## src/rtl/pokey_timer_ctrl_if.sv

```systemverilog
// Control bundle between the POKEY timer sequencer and its counter chains.
`timescale 1ns/1ps
interface pokey_timer_ctrl_if;
    logic       enn;
    logic [7:0] audctl;
    logic       stimer;
    logic [3:0] nbor;
    logic [3:0] ld;
    logic [3:0] cr;
    logic [3:0] tick_out;

    modport master (
        output enn, audctl, stimer, nbor,
        input  ld, cr, tick_out
    );

    modport slave (
        input  enn, audctl, stimer, nbor,
        output ld, cr, tick_out
    );
endinterface

```

## src/rtl/pokey_timer_ctrl.sv

```systemverilog
// POKEY timer sequencer: base-clock prescalers, per-unit reload FSMs,
// load/count-request strobes and registered underflow ticks.
`timescale 1ns/1ps
module pokey_timer_ctrl #(
    parameter int DIV64      = 28,
    parameter int DIV15      = 114,
    parameter int RELOAD_DLY = 2
) (
    input logic               clk,
    input logic               nrst,
    pokey_timer_ctrl_if.slave bus
);
    localparam int P64W = $clog2(DIV64);
    localparam int P15W = $clog2(DIV15);
    localparam int DW   = (RELOAD_DLY > 2) ? $clog2(RELOAD_DLY) : 1;
    localparam logic [DW-1:0] DLY_INIT =
        DW'((RELOAD_DLY > 0) ? RELOAD_DLY - 1 : 0);

    typedef enum logic [1:0] {S_COUNT, S_WAIT, S_LOAD} state_e;

    state_e          st_q  [4];
    state_e          st_d  [4];
    logic [DW-1:0]   dly_q [4];
    logic [DW-1:0]   dly_d [4];
    logic [P64W-1:0] p64_q, p64_d;
    logic [P15W-1:0] p15_q, p15_d;
    logic [3:0]      tick_q, tick_d;
    logic            t64, t15, base;
    logic [3:0]      src, act, cr, ld;
    logic [1:0]      own [4];
    logic            unused_audctl;

    assign unused_audctl = ^{bus.audctl[7], bus.audctl[2:1]};

    // A linked pair shares the reload unit of its high channel.
    always_comb begin
        t64    = p64_q == P64W'(DIV64 - 1);
        t15    = p15_q == P15W'(DIV15 - 1);
        base   = bus.audctl[0] ? t15 : t64;
        src[0] = bus.audctl[6] | base;
        src[1] = bus.audctl[4] ? ~bus.nbor[0] : base;
        src[2] = bus.audctl[5] | base;
        src[3] = bus.audctl[3] ? ~bus.nbor[2] : base;
        own[0] = bus.audctl[4] ? 2'd1 : 2'd0;
        own[1] = 2'd1;
        own[2] = bus.audctl[3] ? 2'd3 : 2'd2;
        own[3] = 2'd3;
        act    = {1'b1, ~bus.audctl[3], 1'b1, ~bus.audctl[4]};
        cr     = '0;
        ld     = '0;
        for (int i = 0; i < 4; i++) begin
            cr[i] = bus.enn & src[i] & (st_q[own[i]] == S_COUNT);
            ld[i] = st_q[own[i]] == S_LOAD;
        end
    end

    always_comb begin
        p64_d  = p64_q;
        p15_d  = p15_q;
        tick_d = tick_q;
        for (int u = 0; u < 4; u++) begin
            st_d[u]  = st_q[u];
            dly_d[u] = dly_q[u];
        end
        if (bus.enn) begin
            tick_d = ~bus.nbor;
            if (bus.stimer) begin
                p64_d = '0;
                p15_d = '0;
            end else begin
                p64_d = t64 ? '0 : p64_q + 1'b1;
                p15_d = t15 ? '0 : p15_q + 1'b1;
            end
            for (int u = 0; u < 4; u++) begin
                if (bus.stimer) begin
                    st_d[u] = S_LOAD;
                end else begin
                    unique case (st_q[u])
                        S_COUNT: begin
                            if (act[u] && !bus.nbor[u]) begin
                                st_d[u]  = (RELOAD_DLY == 0) ? S_LOAD : S_WAIT;
                                dly_d[u] = DLY_INIT;
                            end
                        end
                        S_WAIT: begin
                            if (dly_q[u] == '0) st_d[u] = S_LOAD;
                            else dly_d[u] = dly_q[u] - 1'b1;
                        end
                        S_LOAD:  st_d[u] = S_COUNT;
                        default: st_d[u] = S_LOAD;
                    endcase
                end
            end
        end
    end

    always_ff @(posedge clk or negedge nrst) begin
        if (!nrst) begin
            p64_q  <= '0;
            p15_q  <= '0;
            tick_q <= '0;
            for (int u = 0; u < 4; u++) begin
                st_q[u]  <= S_LOAD;
                dly_q[u] <= '0;
            end
        end else begin
            p64_q  <= p64_d;
            p15_q  <= p15_d;
            tick_q <= tick_d;
            for (int u = 0; u < 4; u++) begin
                st_q[u]  <= st_d[u];
                dly_q[u] <= dly_d[u];
            end
        end
    end

    assign bus.cr       = cr;
    assign bus.ld       = ld;
    assign bus.tick_out = tick_q;
endmodule
```

## src/flat_wrapper.sv

```systemverilog
// flat-port wrapper written by rule: the top's interface ports become plain ports
module pokey_timer_ctrl_flat 
#(
    parameter int DIV64      = 28,
    parameter int DIV15      = 114,
    parameter int RELOAD_DLY = 2
)
  (clk, nrst, bus_enn, bus_audctl, bus_stimer, bus_nbor, bus_ld, bus_cr, bus_tick_out);
  pokey_timer_ctrl_if bus_i ();
  input logic clk;
  input logic nrst;
  input wire logic [$bits(bus_i.enn)-1:0] bus_enn;
  input wire logic [$bits(bus_i.audctl)-1:0] bus_audctl;
  input wire logic [$bits(bus_i.stimer)-1:0] bus_stimer;
  input wire logic [$bits(bus_i.nbor)-1:0] bus_nbor;
  output wire logic [$bits(bus_i.ld)-1:0] bus_ld;
  output wire logic [$bits(bus_i.cr)-1:0] bus_cr;
  output wire logic [$bits(bus_i.tick_out)-1:0] bus_tick_out;
  assign bus_i.enn = bus_enn;
  assign bus_i.audctl = bus_audctl;
  assign bus_i.stimer = bus_stimer;
  assign bus_i.nbor = bus_nbor;
  assign bus_ld = bus_i.ld;
  assign bus_cr = bus_i.cr;
  assign bus_tick_out = bus_i.tick_out;
  pokey_timer_ctrl #(.DIV64(DIV64), .DIV15(DIV15), .RELOAD_DLY(RELOAD_DLY)) u_core (.clk(clk), .nrst(nrst), .bus(bus_i));
endmodule
```

## config.mk

```make
export PLATFORM = sky130hd
export DESIGN_NAME = pokey_timer_ctrl_flat
export DESIGN_NICKNAME = d
export VERILOG_FILES = /design/src/rtl/pokey_timer_ctrl_if.sv /design/src/rtl/pokey_timer_ctrl.sv /design/src/flat_wrapper.sv
export SDC_FILE = /design/constraint.sdc
export NUM_CORES = 1
export LEC_CHECK = 0
export ABC_AREA = 1
export BUFFER_PORTS_ARGS = -buffer_cell sky130_fd_sc_hd__buf_2
export CORE_MARGIN = 5
export CORE_UTILIZATION = 55
export DETAILED_ROUTE_END_ITERATION = 8
export GPL_TIMING_DRIVEN = 0
export PLACE_DENSITY = 0.79
export SLEW_MARGIN = 15
export SYNTH_ARGS = -nofsm -noshare
export SYNTH_HDL_FRONTEND = slang
export SYNTH_SLANG_ARGS = --single-unit
```

## constraint.sdc

```tcl
create_clock -name clk -period 1.28 [get_ports clk]
set_input_delay 0.128 -clock clk [delete_from_list [all_inputs] [get_ports clk]]
set_output_delay 0.128 -clock clk [all_outputs]
set_load 0.01 [all_outputs]
```

## After elaboration in Yosys (flattened, before gate mapping)

Index checks and enable logic that the tools add are counted.

- Add/sub/neg operators: 6
- $lt $le $gt $ge: 2
- Equal/unequal tests: 24
- Muxes and demuxes: 43
- Bitwise logic cells: 18
- Reductions and logical operators: 22

Operator list:

| cell | count |
|---|---|
| $mux W2 | 16 |
| $pmux W2 S3 | 4 |
| $ne A3 B3 Y1 const B | 6 |
| $reduce_and A4 Y1 | 4 |
| $mux W7 | 2 |
| $mux W1 | 13 |
| $eq A2 B2 Y1 const B | 6 |
| $logic_not A2 Y1 | 6 |
| $reduce_and A3 Y1 | 4 |
| $mux W5 | 2 |
| $and A1 B1 Y1 | 8 |
| $bmux W2 S2 | 2 |
| $eq A2 B1 Y1 const B | 4 |
| $pmux W1 S2 | 4 |
| $reduce_bool A2 Y1 | 4 |
| $add A7 B1 Y7 const B | 1 |
| $eq A7 B7 Y1 const B | 1 |
| $ge A3 B3 Y1 const B | 2 |
| $ne A3 B2 Y1 const B | 2 |
| $not A2 Y3 | 2 |
| $add A5 B1 Y5 const B | 1 |
| $eq A5 B5 Y1 const B | 1 |
| $not A1 Y1 | 5 |
| $ne A2 B1 Y1 const B | 2 |
| other kinds (6) | 13 |

- Flip-flop bits (word level): 28
- Output and inout port bits: 12

## Depth between registers and ports, before layout

- Depth in word-level cells: 7
- Depth in mapped cells: 8

## Worst setup path before layout

OpenSTA, ideal clock, no wires.

- Path kind: register to output
- Start: reg u_core.p64_q[0]
- End: out bus_cr[0]
- Data arrival time: 1037 ps
- Required time: 1152 ps
- Setup slack: 115 ps
- Stages on the path, launching flop included: 8
- Path through: dfrtp_1 > ha_1 > nand2_1 > nor2_1 > nand2_1 > nand3_1 > nand2_1 > inv_1

- Longest elaborated chain between the ends: 5

RTL lines:

| element | line | text |
|---|---|---|
| from (decl) | pokey_timer_ctrl.sv:25 | `logic [P64W-1:0] p64_q, p64_d;` |
| from (signal assigned) | pokey_timer_ctrl.sv:107 | `p64_q <= p64_d;` |
| $eq A5 B5 Y1 | pokey_timer_ctrl.sv:37 | `t64 = p64_q == P64W'(DIV64 - 1);` |
| $mux W1 | pokey_timer_ctrl.sv:39 | `base = bus.audctl[0] ? t15 : t64;` |
| $or A1 B1 Y1 | pokey_timer_ctrl.sv:40 | `src[0] = bus.audctl[6] \| base;` |
| $and A1 B1 Y1 (2 in series) | pokey_timer_ctrl.sv:52 | `cr[i] = bus.enn & src[i] & (st_q[own[i]] == S_COUNT);` |
| to (decl) | flat_wrapper.sv:17 | `output wire logic [$bits(bus_i.cr)-1:0] bus_cr;` |

Every way passes these cells.

## Worst setup path after layout

- Start: reg u_core.p64_q[1]
- End: out bus_cr[1]

- Longest elaborated chain between the ends: 5

RTL lines:

| element | line | text |
|---|---|---|
| $eq A5 B5 Y1 | pokey_timer_ctrl.sv:37 |  |
| $mux W1 | pokey_timer_ctrl.sv:39 |  |
| $mux W1 | pokey_timer_ctrl.sv:41 | `src[1] = bus.audctl[4] ? ~bus.nbor[0] : base;` |
| $and A1 B1 Y1 (2 in series) | pokey_timer_ctrl.sv:52 |  |

Every way passes these cells.

==> impl_metrics.env <==
export IMPL_area_growth_syn_to_fin_pct=29.22
export IMPL_power_net_switching_uw=823.0
export IMPL_htree_levels=1
export IMPL_worst_skew_ns=0.002481
export IMPL_seq_area_um2=708.2
export IMPL_power_density_mw_per_mm2=1270
export IMPL_intPower_mw=1.741
export IMPL_layout_drive_gt1_share=0.3043
export IMPL_clockRootBuffer="clkbuf_4"
export IMPL_ys_flop_type="dfrtp_1"
export IMPL_worstReg2RegEnd="u_core.p15_q[6]"
export IMPL_first_global_vias=1416
export IMPL_layout_nets=273
export IMPL_power_frac_clock=0.231
export IMPL_final_hold_viol_count=0
export IMPL_floorplan_initialDensity=0.5716
export IMPL_coreArea_mm2=0.002734
export IMPL_synthMostInstantiatedCell="nand2_1"
export IMPL_synth_edf_count=0
export IMPL_ys_ff_latch=28
export IMPL_combinationalPowerShare=0.309
export IMPL_rsz_0062_raised_after_global_routing="yes"
export IMPL_timing_max_cap_violations=0
export IMPL_max_freq_ghz=0.5713
export IMPL_synth_nets=229
export IMPL_die_area_mm2=0.004008
export IMPL_synth_area_leaders="dfrtp_1 38%, nand2_1 14%, nand3_1 7.7%, dfstp_2 6.7%, nor2_1 6.0%"
export IMPL_avgViaCountPerCell=5.137
export IMPL_finish_cell_count_without_fillers=284
export IMPL_wire_length_of_the_first_global_routing_pass_um=6327
export IMPL_io_buffer_count=24
export IMPL_remaining_drc_errors=0
export IMPL_min_delay_path_depth=2
export IMPL_row_count=19
export IMPL_status="finished with violations"
export IMPL_reg2reg_depth=7
export IMPL_clk_insertion_delay_late_ns=0.34
export IMPL_synth_warnings=0
export IMPL_post_synth_num_cell_types=25
export IMPL_vias=1459
export IMPL_starting_drt_drc_count=91
export IMPL_setup_worst_path_class="reg -> out"
export IMPL_die_width_um=63.31
export IMPL_setup_tns_final_ns=-2.343
export IMPL_netlist_top_cells_count="58 x nand2_1, 25 x nor2_1, 24 x dfrtp_1, 24 x nand3_1, 23 x inv_1"
export IMPL_critPathMaxFanout=4
export IMPL_tritoncts="done"
export IMPL_arrival_ns=1.62
export IMPL_netlist_instances=210
export IMPL_wire_per_inst_um=12.68
export IMPL_endpoint_kind="primary output"
export IMPL_multiInputGateArea_um2=835.8
export IMPL_switching_share=0.3210
export IMPL_fin_ws_ns=-0.4705
export IMPL_clock_path_buffers=2
export IMPL_antenna_violating_nets_post_route=0
export IMPL_holdCritPathClass="in -> reg"
export IMPL_min_delay_endpoint="u_core.bus.tick_out[1]"
export IMPL_ys_async_sr_fraction=1.000
export IMPL_gpl_final_weighted_congestion=0.8121
export IMPL_startpoint_types="register"
export IMPL_place_hpwl_um=2414
export IMPL_finalCriticalPeriod_ns=1.750
export IMPL_sequentialPowerShare=0.460
export IMPL_min_delay_start="bus_nbor[1]"
export IMPL_worst_slew_pin_slew_ns=0.6261
export IMPL_setup_viol_count_final=10
export IMPL_worst_ir_drop_vdd_mv=1.226
export IMPL_count_of_placed_standard_cells_including_taps=265
export IMPL_slew_violations=0
export IMPL_design_portCount=28
export IMPL_crit_path_from="u_core.p64_q[1]"
export IMPL_worstReg2RegStart="u_core.p15_q[0]"
export IMPL_drt_wl_total_um=3601
export IMPL_post_route_period_util=1.368
export IMPL_syn_mean_instance_area_um2=7.442
export IMPL_tritoncts_num_buffers=3
export IMPL_synth_largest_type_area_fraction=0.3843
export IMPL_grt_usage=0.1899
export IMPL_synth_yosys_seq_area_share=0.4516
export IMPL_synth_largest_area_cell="dfrtp_1"
export IMPL_nFillCells=221
export IMPL_detail_route_first_pass_iterations=5
export IMPL_chipHeight_um=63.31
export IMPL_violations="negative setup slack"
export IMPL_setup_reg_to_reg_worst_slack_ns=-0.06
export IMPL_gr_total_overflow=0
export IMPL_rel_slew_slack=0.5826
export IMPL_antenna_cells=0
export IMPL_antenna_found_initial=0
export IMPL_grt_start_max_net_pins=29
export IMPL_total_clock_sinks=28
export IMPL_leakagePower_nw=1.014
export IMPL_synthesis_area_mm2=0.001563
export IMPL_clkTransAtPathRegs_ns=0.17
export IMPL_critical_path_required_ns=1.15
==> cells by family (layout without fill, tap and decap cells) <==
logic type               count (synthesis)  after routing  synth area share
flip-flops                              28             28            0.4516
AO/OA/AOI/OAI                           31             31            0.1153
AND/OR/NAND/NOR                        113            113            0.3002
buffers and inverters                   29             72           0.07526
adder cells (fa/ha/maj)                  3              3           0.02402
XOR/XNOR                                 6              6           0.03363
==> layout make-up <==
| type | instances | share of cell area |
|---|---|---|
| clock buffers | 3 | 0.01115 |
| plain buffers | 4 | 0.01177 |
| flip-flops and latches | 28 | 0.3507 |
| repair buffers | 39 | 0.1320 |
| well taps | 31 | 0.01921 |
| clock inverters | 1 | 0.01487 |
| multi-input cells | 153 | 0.4139 |
| inverters | 25 | 0.04647 |
==> how the worst max path moves through the flow <==
stage | endpoint | slack, ns | depth (start not counted)
floorplan | bus_cr[0] | 0.12 | 7
global placement | bus_cr[2] | -0.09 | 8
finish | bus_cr[1] | -0.47 | 8
CTS | bus_cr[2] | -0.44 | 9
detailed placement | bus_cr[2] | -0.09 | 9
global route | bus_cr[2] | -0.60 | 9
==> flip-flops by register name, summed over array words and instances (netlist names) <==
register / flops
u_core.bus.tick_out: 4
u_core.dly_q: 4
u_core.p15_q: 7
u_core.p64_q: 5
u_core.st_q: 8
==> placed cells by master, fill, tap and decap left out, types with 3 or more instances in the layout <==
| cell type | count |
|---|---|
| inv_2 | 6 |
| nand2_1 | 53 |
| clkbuf_4 | 3 |
| buf_4 | 8 |
| nor2_1 | 21 |
| xor2_1 | 4 |
| nor2_2 | 4 |
| buf_6 | 6 |
| a21oi_1 | 3 |
| nand2_2 | 5 |
| nand3_1 | 18 |
| nand4_1 | 3 |
| nand3_2 | 6 |
| o21ai_0 | 7 |
| dfrtp_1 | 22 |
| buf_2 | 23 |
| inv_1 | 19 |
| dlygate4sd3_1 | 4 |
| dfstp_2 | 4 |
| o22ai_1 | 3 |
| o21ai_1 | 8 |
| o21ai_2 | 4 |
==> what timing repair did <==
action,4_1_cts,5_1_grt
buffers inserted,8,4
hold buffers,2,2
gates resized for setup,13,26
endpoints found under the setup margin,8,12
pin swaps,6,15
endpoints found under the hold margin,25,2
==> critical path, cell delays in order, from the launching register on <==
cell and delay, ns:
dfrtp_1 0.43, ha_2 0.20, nand2_1 0.10, nor2_1 0.05
nand2_1 0.16, nand3_1 0.11, nand2_1 0.07, inv_1 0.03
buf_2 0.13
==> metrics by stage <==
| step | hold slack [ns] | instance area, um^2 | setup WS [ns] | power (mW) | utilization |
|---|---|---|---|---|---|
| 6_report | 0.002707 | 2019 | -0.4705 | 2.564 | 0.7387 |
| 5_1_grt | 0.003733 | 2019 | -0.5975 | 2.757 | 0.7387 |
| 4_1_cts | 0.006743 | 1882 | -0.4396 | 2.412 | 0.6883 |
| 3_5_place_dp | 0.1818 | 1722 | -0.09497 | 1.734 | 0.6297 |
| 3_3_place_gp | 0.1789 | 1722 | -0.08525 | 1.721 | 0.6297 |
| 2_1_floorplan | -0.1676 | 1563 | 0.1152 | 1.539 | - |
==> power by group through the flow <==
stage / Clock (mW) / Sequential, mW / Combinational, mW
floorplan: 0 / 1.16 / 0.378
global placement: 0 / 1.18 / 0.537
detailed placement: 0 / 1.19 / 0.548
CTS: 0.593 / 1.17 / 0.652
global route: 0.652 / 1.20 / 0.905
finish: 0.593 / 1.18 / 0.792
==> per-layer routing <==
metal | global-route usage | share of wire | vias to the layer above
li1 | - | - | 761
met1 | 0.2497 | 0.46 | 665
met2 | 0.3231 | 0.48 | 26
met3 | 0.04085 | 0.046 | 7
met4 | 0.03636 | 0.011 | 0
met5 | 0 | 0 | -
No activity file was read; power rests on OpenSTA's default activity.
